===== src/rtl/mem_port_arbiter.sv =====
// mem_port_arbiter
// Shares one unified instruction/data memory between the CPU port and the
// debug/loader port. One access at a time; CPU has fixed priority, limited
// by a starvation guard, and dbg_lock shuts the CPU out of arbitration.
//
// Ports
//   clk, rst                      clock (rising edge), synchronous active-low reset
//   cpu_req/we/addr/wdata         CPU request, held until cpu_gnt
//   cpu_gnt, cpu_rvalid, cpu_rdata  CPU accept pulse, read response
//   dbg_req/we/addr/wdata         debug request, same rules as CPU
//   dbg_lock                      1 = CPU never granted
//   dbg_gnt, dbg_rvalid, dbg_rdata  debug accept pulse, read response
//   mem_read, mem_write           memory strobes
//   mem_addr, mem_wdata           latched access address / write data
//   mem_rdata                     memory read data
//   busy                          access or response in progress
//
// state  | meaning
// IDLE   | arbitrate between eligible requesters
// ACCESS | gnt pulse, then write strobe (1 cycle) or read strobe (MEM_LAT cycles)
// RESP   | owner's rvalid pulse with sampled read data
module mem_port_arbiter #(
   parameter int ADDR_W     = 32,
   parameter int DATA_W     = 32,
   parameter int MEM_LAT    = 1,
   parameter int STARVE_MAX = 4
) (
   input  logic              clk,
   input  logic              rst,
   input  logic              cpu_req,
   input  logic              cpu_we,
   input  logic [ADDR_W-1:0] cpu_addr,
   input  logic [DATA_W-1:0] cpu_wdata,
   output logic              cpu_gnt,
   output logic              cpu_rvalid,
   output logic [DATA_W-1:0] cpu_rdata,
   input  logic              dbg_req,
   input  logic              dbg_we,
   input  logic [ADDR_W-1:0] dbg_addr,
   input  logic [DATA_W-1:0] dbg_wdata,
   input  logic              dbg_lock,
   output logic              dbg_gnt,
   output logic              dbg_rvalid,
   output logic [DATA_W-1:0] dbg_rdata,
   output logic              mem_read,
   output logic              mem_write,
   output logic [ADDR_W-1:0] mem_addr,
   output logic [DATA_W-1:0] mem_wdata,
   input  logic [DATA_W-1:0] mem_rdata,
   output logic              busy
);

   localparam int ST_W  = $clog2(STARVE_MAX + 1);
   localparam int LAT_W = (MEM_LAT > 1) ? $clog2(MEM_LAT) : 1;

   typedef enum logic [1:0] {IDLE, ACCESS, RESP} state_t;

   state_t            state, state_nxt;
   logic [LAT_W-1:0]  lat_cnt, lat_cnt_nxt;
   logic [ST_W-1:0]   starve_cnt, starve_nxt;
   logic              owner_dbg, owner_nxt;
   logic              acc_we, we_nxt;

   logic              cpu_elig, dbg_elig, arb, win_dbg, rd_sample;
   logic              cpu_gnt_d, dbg_gnt_d, cpu_rvalid_d, dbg_rvalid_d;
   logic              mem_read_d, mem_write_d, busy_d;
   logic [ADDR_W-1:0] mem_addr_d;
   logic [DATA_W-1:0] mem_wdata_d, cpu_rdata_d, dbg_rdata_d;

   assign cpu_elig  = cpu_req && !dbg_lock;
   assign dbg_elig  = dbg_req;
   assign arb       = (state == IDLE) && (cpu_elig || dbg_elig);
   assign win_dbg   = dbg_elig && (!cpu_elig || (starve_cnt == ST_W'(STARVE_MAX)));
   // last read cycle: mem_rdata is captured at the edge that ends it
   assign rd_sample = (state == ACCESS) && !acc_we && (lat_cnt == '0);

   always_ff @(posedge clk) begin
      if (!rst) begin
         state      <= IDLE;
         lat_cnt    <= '0;
         starve_cnt <= '0;
         owner_dbg  <= 1'b0;
         acc_we     <= 1'b0;
         cpu_gnt    <= 1'b0;
         dbg_gnt    <= 1'b0;
         cpu_rvalid <= 1'b0;
         dbg_rvalid <= 1'b0;
         cpu_rdata  <= '0;
         dbg_rdata  <= '0;
         mem_read   <= 1'b0;
         mem_write  <= 1'b0;
         mem_addr   <= '0;
         mem_wdata  <= '0;
         busy       <= 1'b0;
      end else begin
         state      <= state_nxt;
         lat_cnt    <= lat_cnt_nxt;
         starve_cnt <= starve_nxt;
         owner_dbg  <= owner_nxt;
         acc_we     <= we_nxt;
         cpu_gnt    <= cpu_gnt_d;
         dbg_gnt    <= dbg_gnt_d;
         cpu_rvalid <= cpu_rvalid_d;
         dbg_rvalid <= dbg_rvalid_d;
         cpu_rdata  <= cpu_rdata_d;
         dbg_rdata  <= dbg_rdata_d;
         mem_read   <= mem_read_d;
         mem_write  <= mem_write_d;
         mem_addr   <= mem_addr_d;
         mem_wdata  <= mem_wdata_d;
         busy       <= busy_d;
      end
   end

   always_comb begin
      state_nxt   = state;
      lat_cnt_nxt = lat_cnt;
      starve_nxt  = starve_cnt;
      owner_nxt   = owner_dbg;
      we_nxt      = acc_we;
      case (state)
         IDLE: begin
            if (arb) begin
               state_nxt   = ACCESS;
               owner_nxt   = win_dbg;
               we_nxt      = win_dbg ? dbg_we : cpu_we;
               lat_cnt_nxt = LAT_W'(MEM_LAT - 1);
               if (win_dbg || !dbg_req)
                  starve_nxt = '0;
               else if (starve_cnt != ST_W'(STARVE_MAX))
                  starve_nxt = starve_cnt + 1'b1;
            end
         end
         ACCESS: begin
            if (acc_we)
               state_nxt = IDLE;
            else if (lat_cnt == '0)
               state_nxt = RESP;
            else
               lat_cnt_nxt = lat_cnt - 1'b1;
         end
         RESP:    state_nxt = IDLE;
         default: state_nxt = IDLE;
      endcase
   end

   // Outputs are registered, so this computes the values for the next cycle.
   always_comb begin
      cpu_gnt_d    = arb && !win_dbg;
      dbg_gnt_d    = arb && win_dbg;
      mem_read_d   = (state_nxt == ACCESS) && !we_nxt;
      mem_write_d  = (state == IDLE) && (state_nxt == ACCESS) && we_nxt;
      cpu_rvalid_d = rd_sample && !owner_dbg;
      dbg_rvalid_d = rd_sample && owner_dbg;
      busy_d       = (state_nxt != IDLE);
      mem_addr_d   = mem_addr;
      mem_wdata_d  = mem_wdata;
      cpu_rdata_d  = cpu_rdata;
      dbg_rdata_d  = dbg_rdata;
      if (arb) begin
         mem_addr_d  = win_dbg ? dbg_addr : cpu_addr;
         mem_wdata_d = win_dbg ? dbg_wdata : cpu_wdata;
      end
      if (rd_sample && !owner_dbg)
         cpu_rdata_d = mem_rdata;
      if (rd_sample && owner_dbg)
         dbg_rdata_d = mem_rdata;
   end

endmodule


===== config.mk =====
export PLATFORM = sky130hd
export DESIGN_NAME = mem_port_arbiter
export DESIGN_NICKNAME = d
export VERILOG_FILES = /design/src/rtl/mem_port_arbiter.sv
export SDC_FILE = /design/constraint.sdc
export NUM_CORES = 1
export LEC_CHECK = 0
export BUFFER_PORTS_ARGS = -buffer_cell sky130_fd_sc_hd__buf_2
export CAP_MARGIN = 15
export CORE_ASPECT_RATIO = 0.5
export CORE_MARGIN = 4
export CORE_UTILIZATION = 44
export CTS_BUF_LIST = sky130_fd_sc_hd__clkbuf_16
export DETAILED_ROUTE_END_ITERATION = 12
export PLACE_DENSITY = 0.84
export SYNTH_ARGS = -nofsm -noshare
export SYNTH_HDL_FRONTEND = slang
export SYNTH_SLANG_ARGS = --single-unit

===== constraint.sdc =====
create_clock -name clk -period 2.1 [get_ports clk]
set_clock_uncertainty 0.05 [all_clocks]
set_input_delay 0.42 -clock clk [delete_from_list [all_inputs] [get_ports clk]]
set_output_delay 0.42 -clock clk [all_outputs]
set_load 0.01 [all_outputs]

==> reports/qor.csv <==
stage,metric,value,unit
layout,layout cells sized above 1,41.12,%
routing,routed vias/inst,5.128,
worst_setup_path,critical path endpoint category,flop,
cts,root buf cell,clkbuf_16,
cts,clk_lat worst skew,400,ps
place,DP Area,6888,sq um
cts,Setup Buffers After CTS,0,
timing,Tightest Pin Transition,581.2,ps
power_and_ir_drop,PD cells,921.0,nW/um^2
synth,register area share after synthesis,54.69,%
power_and_ir_drop,Clock power frac,43.8,%
routing,via count,5205,
cts,clock transition at the registers of the reported paths,70,ps
power_and_ir_drop,leak pwr,0.003942,uW
place,DP Wirelength,11.77,mm
layout,area delta synth->final,44.01,%
routing,met2 WL,8.122,mm
cts,H-tree Lvls,4,
die,row cnt,27,
worst_setup_path,CP Cell Sequence,inv_1 -> ha_1 -> nand2_1 -> o2111a_2 -> buf_12 -> a222oi_1 -> inv_1,
die,Starting Density,46.20,%
die,Die X,161.7,um
worst_setup_path,CP required,2340,ps
routing,wire length per cell,15.70,um
layout,number of nets in the layout,1012,
synth,Gate Count Post-Synth,551,
power_and_ir_drop,Cell Int Power,5158,uW
synth,Synth Warn #,0,
global_route,initial antenna violation count,0,
routing,total wire length,15.93,mm
hold_path,min-delay worst type,in -> reg,
global_route,first-pass GRT wire length,24.83,mm
worst_setup_path,Setup Crit Path Kind,reg -> reg,
synth,Synth Register Bits,142,
routing,initial DRC count,577,
die,core area,11250,sq um
flow_run,# Max-Cap Violations,0,
synth,mapped cell area,5197,sq um
worst_setup_path,critical path's slowest cell,o2111a_2,
synth,Simple-Gate Fraction of Synth Area,11.94,%
synth,post-synthesis compound-gate area fraction,23.35,%
worst_setup_path,crit path DAT,2130,ps
place,count of input and output buffers,301,
timing,final worst path period need,1891,ps
synth,Avg Inst Size Synth,9.433,sq um
worst_setup_path,crit path max fanout,26,
global_route,gr usage total,22.05,%
routing,drt pass-1 iters,10,
routing,met3 wire len,1.241,mm
timing,final hold viol count,0,
power_and_ir_drop,Gate power share,13.0,%
cts,hold buffer count at CTS,0,
cts,CTS-repair resized insts,0,
worst_setup_path,cell family with most CP delay,compound AO/OA/AOI/OAI gates,
synth,xor/xnor share of the synthesized area,0,%
layout,antenna cells,0,
power_and_ir_drop,worst vdd rail ir drop,0.5171,mV
global_route,vias in the first global route,5076,
timing,Final setup viols,0,
synth,largest family of logic cells by synthesized area,compound AO/OA/AOI/OAI gates,
layout,"Design Area, Final",7485,sq um
routing,met1 WL,6.168,mm
place,RePlAce Congestion,0.8172,
timing,Max Freq,0.5287,GHz
cts,CTS sink cnt,142,
worst_setup_path,critical path buffer and inverter count,3,
synth,Post-Synth Adder-Cell Area,0.4815,%
power_and_ir_drop,Switch Pwr,1736,uW
outcome,status,completed,
power_and_ir_drop,Flop pwr share,43.2,%
synth,"Distinct cells, synth",33,
power_and_ir_drop,Net Sw Frac,25.18,%
global_route,Overflow after GRT,0,
cts,TritonCTS Buffers,17,
synth,mux cell area share after synthesis,0.3852,%
timing,max_slew headroom,60.84,%
global_route,largest net degree at the start of global routing,48,
timing,Final period util,90.07,%
die,Total Die Area,13720,sq um
timing,"Slew Viols, Final",0,
worst_setup_path,CP most frequent cell,inv_1,
power_and_ir_drop,total power,6893,uW
die,Ports,302,
timing,setup_tns,0,ps
cts,CTS tree,built,
die,die height,84.85,um
worst_setup_path,crit-path max cell delay,390,ps
routing,Top Layer Used,met4,
layout,Final Util,66.53,%
routing,DRC viols,0,
routing,ANT nets after route,0,
worst_setup_path,critical path launch point type,flop,
synth,synthesized net count,720,
timing,unrepaired setup endpoints after global routing,no,
cts,worst-case clock buffer depth,2,
## state kept, by name (all words and copies together), names as in the netlist
register	cells
mem_write	1
cpu_rvalid	1
dbg_rvalid	1
dbg_gnt	1
mem_addr	32
busy	1
state	2
cpu_gnt	1
dbg_rdata	32
mem_wdata	32
owner_dbg	1
cpu_rdata	32
starve_cnt	3
mem_read	1
acc_we	1
## cells in the final DEF (no fill, tap or decap), types with 5 or more instances in the layout
cell	n
inv_1	70
a21boi_0	47
buf_2	301
a222oi_1	63
buf_4	11
nand2_1	135
dfxtp_1	142
a21boi_1	18
buf_12	5
clkbuf_16	17
## power by group through the flow
stage | Clock, uW | Combinational, uW | Sequential, uW
floorplan | 0 | 348 | 3110
global placement | 0 | 874 | 3030
detailed placement | 0 | 897 | 3030
CTS | 3080 | 900 | 2980
global route | 3220 | 975 | 3000
finish | 3020 | 893 | 2980
## per-stage QoR
step | cells | hold WS [ps] | setup slack (ps)
2_1_floorplan | 551 | 396.8 | 405.1
3_3_place_gp | 983 | 388.2 | 262.3
3_5_place_dp | 983 | 392.9 | 202.6
4_1_cts | 1015 | 168.5 | 196.1
5_1_grt | 1015 | 177.2 | 55.13
6_report | 1015 | 184.4 | 208.5
## final timing paths
check,from,end,slack [ps],cells past startpoint
worst min-delay path,dbg_addr[24],mem_addr[24],180,3
worst max register to register,starve_cnt[0],mem_wdata[16],210,7
worst max-delay path,starve_cnt[0],mem_wdata[16],210,7
worst min register to register,dbg_rdata[26],dbg_rdata[26],400,2
## synth_stat cells, drive strengths merged
| master | number | area, sq um |
|---|---|---|
| o31ai | 1 | 7.510 |
| o21ai | 4 | 20.01 |
| nand2b | 2 | 12.51 |
| nor3b | 2 | 20.02 |
| ha | 2 | 25.02 |
| a21oi | 1 | 5.000 |
| or3b | 1 | 8.760 |
| a21o | 1 | 7.510 |
| a32oi | 1 | 8.760 |
| clkbuf | 22 | 82.58 |
| nor4b | 1 | 8.760 |
| a211oi | 1 | 12.51 |
| nand2 | 135 | 506.7 |
| and2 | 2 | 12.51 |
| o2111a | 1 | 11.26 |
| dfxtp | 142 | 2843 |
| mux2i | 2 | 20.02 |
| buf | 22 | 137.6 |
| nor2b | 4 | 25.02 |
| a222oi | 63 | 630.6 |
| and3 | 1 | 6.260 |
| nor2 | 3 | 11.26 |
| a21boi | 65 | 488.0 |
| o21bai | 1 | 7.510 |
| o211ai | 1 | 7.510 |
| inv | 68 | 255.2 |
| a22oi | 1 | 7.510 |
| and4 | 1 | 8.760 |
## logic make-up after synthesis
logic type               Yosys count
AO/OA/AOI/OAI                    141
adder cells (fa/ha/maj)            2
buffers and inverters            112
flip-flops                       142
multiplexers                       2
AND/OR/NAND/NOR                  152
## worst register-to-register path: cells and delay by family, from the launching register on
kind / cells / cell delay, ps
AOI/OAI and AO/OA: 2 / 770
adders and majority gates: 1 / 170
buffers and inverters: 3 / 340
DFF: 1 / 310
and+or+nand+nor: 1 / 130
## final cells by class
type / count / area [sq um]
Fill cell: 914 / 3765
Inverter: 68 / 255.2
Tap cell: 159 / 198.9
Timing Repair Buffer: 317 / 1689
Multi-Input combinational cell: 297 / 1902
Clock inverter: 15 / 171.4
Clock buffer: 17 / 425.4
Sequential cell: 142 / 2843
## routing by layer
metal / track usage [%] / vias to the layer above
met2: 40.27 / 237
met1: 24.68 / 2436
met5: 0 / -
met4: 9.210 / 0
li1: - / 2501
met3: 5.774 / 31
(Power assumes the default switching activity.)
